<file path="src/rtl/barrel_shifter_pipe_amisha_pkg.sv">
// Shared definitions for the pipelined barrel shifter: mode encodings and mode width.
package barrel_pkg_amisha;

    localparam int MODE_W = 3;

    // Encodings 5..7 are reserved; the datapath treats them as rotate-right.
    typedef enum logic [MODE_W-1:0] {
        MODE_ROR = 3'd0,
        MODE_ROL = 3'd1,
        MODE_SRL = 3'd2,
        MODE_SLL = 3'd3,
        MODE_SRA = 3'd4
    } mode_e;

endpackage

</file>
<file path="src/rtl/barrel_shifter_pipe_amisha_stage.sv">
// One registered barrel-shifter stage: shifts by SHIFT when its amount bit is set,
// and registers the result together with valid, amount, mode and carried sign.
module barrel_stage_amisha
    import barrel_pkg_amisha::*;
#(
    parameter  int WIDTH = 8,
    parameter  int SHIFT = 1,
    localparam int AMT_W = $clog2(WIDTH)
) (
    input  logic              clk_amisha,
    input  logic              reset_amisha,
    input  logic              i_en,
    input  logic              i_valid,
    input  logic [WIDTH-1:0]  i_data,
    input  logic [AMT_W-1:0]  i_amt,
    input  logic [MODE_W-1:0] i_mode,
    input  logic              i_sign,
    output logic              o_valid,
    output logic [WIDTH-1:0]  o_data,
    output logic [AMT_W-1:0]  o_amt,
    output logic [MODE_W-1:0] o_mode,
    output logic              o_sign
);

    localparam int BIT = $clog2(SHIFT);

    logic [WIDTH-1:0]  w_fill;
    logic [WIDTH-1:0]  w_shifted;
    logic [WIDTH-1:0]  w_next;

    logic              r_valid;
    logic [WIDTH-1:0]  r_data;
    logic [AMT_W-1:0]  r_amt;
    logic [MODE_W-1:0] r_mode;
    logic              r_sign;

    always_comb begin
        // NOTE: every variable gets a default before the case so no path leaves it unassigned (no latch).
        w_fill    = i_sign ? ~({WIDTH{1'b1}} >> SHIFT) : '0;
        w_shifted = (i_data >> SHIFT) | (i_data << (WIDTH - SHIFT));
        case (i_mode)
            MODE_ROL: w_shifted = (i_data << SHIFT) | (i_data >> (WIDTH - SHIFT));
            MODE_SRL: w_shifted = i_data >> SHIFT;
            MODE_SLL: w_shifted = i_data << SHIFT;
            MODE_SRA: w_shifted = (i_data >> SHIFT) | w_fill;
            default:  ;
        endcase
    end

    assign w_next = i_amt[BIT] ? w_shifted : i_data;

    // NOTE: non-blocking assignments so every stage samples its predecessor's pre-edge value.
    always_ff @(posedge clk_amisha) begin
        if (reset_amisha) begin
            // NOTE: data/amt/mode are cleared too, so a reset pipe presents all-zero outputs.
            r_valid <= 1'b0;
            r_data  <= '0;
            r_amt   <= '0;
            r_mode  <= '0;
            r_sign  <= 1'b0;
        end else if (i_en) begin
            r_valid <= i_valid;
            r_data  <= w_next;
            r_amt   <= i_amt;
            r_mode  <= i_mode;
            r_sign  <= i_sign;
        end
    end

    assign o_valid = r_valid;
    assign o_data  = r_data;
    assign o_amt   = r_amt;
    assign o_mode  = r_mode;
    assign o_sign  = r_sign;

endmodule

</file>
<file path="src/rtl/barrel_shifter_pipe_amisha.sv">
// Pipelined multi-mode barrel shifter: one registered stage per amount bit, with a
// single global advance so a downstream stall freezes the whole pipe.
module barrel_shifter_pipe_amisha
    import barrel_pkg_amisha::*;
#(
    parameter  int WIDTH = 8,
    localparam int AMT_W = $clog2(WIDTH)
) (
    input  logic              clk_amisha,
    input  logic              reset_amisha,
    input  logic              in_valid_amisha,
    output logic              in_ready_amisha,
    input  logic [WIDTH-1:0]  in_data_amisha,
    input  logic [AMT_W-1:0]  in_amt_amisha,
    input  logic [MODE_W-1:0] in_mode_amisha,
    output logic              out_valid_amisha,
    input  logic              out_ready_amisha,
    output logic [WIDTH-1:0]  out_data_amisha,
    output logic [MODE_W-1:0] out_mode_amisha
);

    // Index k is the input of stage k; index AMT_W is the last stage's output.
    logic              w_valid [0:AMT_W];
    logic [WIDTH-1:0]  w_data  [0:AMT_W];
    logic [AMT_W-1:0]  w_amt   [0:AMT_W];
    logic [MODE_W-1:0] w_mode  [0:AMT_W];
    logic              w_sign  [0:AMT_W];
    logic              w_adv;
    logic              w_unused_tail;

    assign w_adv = ~out_valid_amisha | out_ready_amisha;

    assign w_valid[0] = in_valid_amisha;
    assign w_data[0]  = in_data_amisha;
    assign w_amt[0]   = in_amt_amisha;
    assign w_mode[0]  = in_mode_amisha;
    assign w_sign[0]  = in_data_amisha[WIDTH-1];

    for (genvar k = 0; k < AMT_W; k++) begin : g_stage
        barrel_stage_amisha #(
            .WIDTH (WIDTH),
            .SHIFT (1 << k)
        ) u_stage (
            .clk_amisha   (clk_amisha),
            .reset_amisha (reset_amisha),
            .i_en         (w_adv),
            .i_valid      (w_valid[k]),
            .i_data       (w_data[k]),
            .i_amt        (w_amt[k]),
            .i_mode       (w_mode[k]),
            .i_sign       (w_sign[k]),
            .o_valid      (w_valid[k+1]),
            .o_data       (w_data[k+1]),
            .o_amt        (w_amt[k+1]),
            .o_mode       (w_mode[k+1]),
            .o_sign       (w_sign[k+1])
        );
    end

    // The amount and sign leaving the last stage have no consumer.
    assign w_unused_tail = ^{w_amt[AMT_W], w_sign[AMT_W]};

    assign in_ready_amisha  = w_adv;
    assign out_valid_amisha = w_valid[AMT_W];
    assign out_data_amisha  = w_data[AMT_W];
    assign out_mode_amisha  = w_mode[AMT_W];

endmodule

</file>
<file path="config.mk">
export PLATFORM = sky130hd
export DESIGN_NAME = barrel_shifter_pipe_amisha
export DESIGN_NICKNAME = d
export VERILOG_FILES = /design/src/rtl/barrel_shifter_pipe_amisha_pkg.sv /design/src/rtl/barrel_shifter_pipe_amisha_stage.sv /design/src/rtl/barrel_shifter_pipe_amisha.sv
export SDC_FILE = /design/constraint.sdc
export NUM_CORES = 1
export LEC_CHECK = 0
export BUFFER_PORTS_ARGS = -buffer_cell sky130_fd_sc_hd__buf_2
export CAP_MARGIN = 0
export CORE_MARGIN = 3
export CORE_UTILIZATION = 40
export CTS_BUF_LIST = sky130_fd_sc_hd__clkbuf_4
export CTS_CLUSTER_DIAMETER = 120
export DETAILED_ROUTE_END_ITERATION = 16
export PLACE_DENSITY_LB_ADDON = 0.12
export SYNTH_ARGS = -nofsm -noshare
export SYNTH_HDL_FRONTEND = slang
export SYNTH_SLANG_ARGS = --single-unit
</file>
<file path="constraint.sdc">
create_clock -name clk_amisha -period 2.42 [get_ports clk_amisha]
set_clock_uncertainty 0.15 [all_clocks]
set_input_delay 0.121 -clock clk_amisha [delete_from_list [all_inputs] [get_ports clk_amisha]]
set_output_delay 0.121 -clock clk_amisha [all_outputs]
set_load 0.03 [all_outputs]
</file>
==> results.py <==
metrics = {
    "power_and_ir_drop": {
        "switching_share": 0.273,
        "powerDensity_nw_per_um2": 627,
        "vdd_drop_max_v": 0.000387,
        "p_seq_frac": 0.531,
        "internal_power_mw": 1.05,
        "p_total_mw": 1.44,
        "power_leakage_nw": 0.933,
        "clkPwrFrac": 0.314,
        "pwr-share-comb": 0.155,
        "switchingPower_uw": 392,
    },
    "floorplanning": {
        "std_cell_rows": 24,
        "start_util": 0.430,
        "core-area_um2": 4530,
        "io_pins": 31,
        "die_x_um": 75.8,
        "die_y_um": 75.8,
        "die-area_um2": 5740,
    },
    "cells_and_area": {
        "fin_util": 0.506,
        "syn_to_final_growth_pct": 17.9,
        "final_cells": 344,
        "final_area_um2": 2300,
        "final_nets": 296,
        "final_cell_mix": "nand2_1 (52), dfxtp_1 (41), a21oi_1 (34)",
        "n_antenna_cell": 0,
        "fill_cells": 469,
        "final_common_cell": "nand2_1",
        "drive_above_1_share": 0.161,
    },
    "global_routing": {
        "grt_overflow": 0,
        "grt_pass1_wl_um": 7820,
        "track_usage": 0.176,
        "grt_pass1_vias": 1686,
        "antenna_found_initial": 0,
        "grt_max_degree": 58,
    },
    "cts": {
        "cts_htree_levels": 2,
        "cts.sinks": 41,
        "cts_buffer_depth": 2,
        "clkTransAtPathRegs_ns": 0.12,
        "numCtsBuffers": 5,
        "insertion_delay_ns": 0.35,
        "cts_tree": "done",
        "cts.repair.resized": 0,
        "cts_root_buf": "clkbuf_4",
    },
    "sta": {
        "hold_viol_final": 0,
        "fin_crit_sh": 0.695,
        "clock.fmax_mhz": 594,
        "rsz0062_at_grt": "false",
        "tightest_slew_ns": 0.557,
        "slew_viol_final": 0,
        "setup_ws_ns": 0.738,
        "whs_ns": 0.0112,
        "finalSetupViolCount": 0,
        "period_needed_ns": 1.68,
        "relSlewSlack": 0.629,
        "fin_tns_setup_ns": 0,
    },
    "setup_path": {
        "arrival_ns": 1.41,
        "crit_slowest_cell": "dfxtp_1",
        "cp-startpoint": "g_stage[2].u_stage.o_valid",
        "cpPeakStageDelay_ns": 0.33,
        "crit_type": "flip-flop to primary output",
        "reg2reg_slack_ns": 0.84,
        "crit_chain": "nor2b_4 -> inv_1 -> buf_2",
        "cp.required_ns": 2.15,
        "reg2reg_to": "g_stage[1].u_stage.o_data[6]",
        "worstRegToRegCells": 3,
        "path_max_fanout": 13,
        "r2r-start": "g_stage[0].u_stage.o_amt[1]",
        "setup.worst_path.end_class": "primary output",
        "startpoint_type": "flip-flop",
        "crit_path_end": "in_ready_amisha",
    },
    "routing": {
        "finalWirelength_um": 4580,
        "drc": 0,
        "num_vias": 1837,
        "vias_per_cell": 5.34,
        "initialDrtViolationCount": 146,
        "routedWlPerCell_um": 13.3,
        "ant_nets": 0,
        "drt_pass1_iterations": 4,
    },
    "synth": {
        "ys_ff_latch": 41,
        "yosysSeqAreaShare": 0.421,
        "synthCells": 246,
        "syn_nets": 264,
        "synth_async_sr_flop_share": 0,
        "synth_cell_types": 35,
        "ys_warn_count": 0,
        "syn_area_per_cell_um2": 7.92,
        "synth_top_area_share": 0.421,
        "ys_top_cells_by_area": "dfxtp_1 (42%), nand2_1 (10%), a21oi_1 (8.7%)",
        "synth_edf_count": 0,
        "yosysTopAreaCell": "dfxtp_1",
        "netlist_area_um2": 1950,
        "synth_top_flop_cell": "dfxtp_1",
    },
    "outcome": {
        "status": "finished clean",
    },
    "placement": {
        "placement.io_buffers": 30,
        "placed_cell_area_um2": 2150,
        "routabilityCongestion": 0.758,
        "dp_slack_ns": 0.868,
        "dp_hpwl_um": 3090,
        "placed_cells": 329,
    },
    "min_path": {
        "hold_class": "input port to flip-flop",
    },
    "job": {
        "drv_cap": 0,
    },
}
==> kinds of logic after synthesis <==
logic type             after synthesis  share of synthesized area
multiplexers                         8                     0.0411
buffers and inverters               20                     0.0437
flip-flops                          41                      0.421
XOR/XNOR                             2                    0.00899
AO/OA/AOI/OAI                       76                      0.267
AND/OR/NAND/NOR                     99                      0.218
==> worst min path at each step <==
stage,startpoint,to,slack (ns),depth (start not counted)
2_1_floorplan,in_amt_amisha[1],g_stage[0].u_stage.o_amt[1],0.11,2
3_3_place_gp,in_amt_amisha[2],g_stage[0].u_stage.o_amt[2],0.22,3
3_5_place_dp,in_amt_amisha[2],g_stage[0].u_stage.o_amt[2],0.22,3
4_1_cts,in_data_amisha[3],g_stage[0].u_stage.o_data[3],0.005,4
5_1_grt,in_data_amisha[1],g_stage[0].u_stage.o_data[1],0.02,4
6_report,in_data_amisha[3],g_stage[0].u_stage.o_data[3],0.01,4
==> final cells by class <==
cell class | count | area, µm² | share of cell area
multi-input cells | 185 | 1050 | 0.457
flip-flops and latches | 41 | 821 | 0.357
repair buffers | 41 | 250 | 0.109
well taps | 65 | 81.3 | 0.0354
clock buffers | 6 | 45.0 | 0.0196
clock inverters | 2 | 33.8 | 0.0147
inverters | 4 | 15.0 | 0.00654
==> power by group through the flow <==
stage / combinational (mW) / clock, mW / sequential (mW)
global route: 0.252 / 0.490 / 0.771
detailed placement: 0.215 / 0 / 0.779
floorplan: 0.139 / 0 / 0.786
global placement: 0.215 / 0 / 0.778
finish: 0.224 / 0.452 / 0.764
CTS: 0.224 / 0.462 / 0.763
==> cells in the mapped netlist, drive strengths merged, types with 2 or more instances <==
master,n
dfxtp,41
a221oi,5
buf,9
a32o,5
o31ai,2
nor2b,4
inv,4
a311o,3
nand2,52
clkbuf,7
a211o,9
a21oi,34
nor2,27
nor3,9
o21ai,6
nor4bb,2
a21boi,4
mux2i,8
nand2b,2
==> metal layers <==
| layer | up-vias | share of wire | GRT usage |
|---|---|---|---|
| met1 | 865 | 0.52 | 0.255 |
| met2 | 29 | 0.44 | 0.261 |
| met5 | - | 0 | 0 |
| met4 | 0 | 0.0094 | 0.0524 |
| met3 | 5 | 0.033 | 0.0396 |
| li1 | 938 | - | - |
==> timing repair <==
item,4_1_cts,5_1_grt
hold endpoints to repair,8,0
buffers inserted,0,0
hold buffers,7,0
==> flip-flops by register name, summed over array words and instances, names as in the netlist <==
name and flops:
g_stage.u_stage.o_data 24, g_stage.u_stage.o_mode 9, g_stage.u_stage.o_amt 3, g_stage.u_stage.o_valid 3
g_stage.u_stage.o_sign 2
==> worst max-delay path, delay by kind of cell, from the launching register on <==
kind                   cells  cell delay (ns)
buffers and inverters      2             0.61
DFF                        1             0.33
and+or+nand+nor            1             0.12
Power figures use the tool's default switching activity.
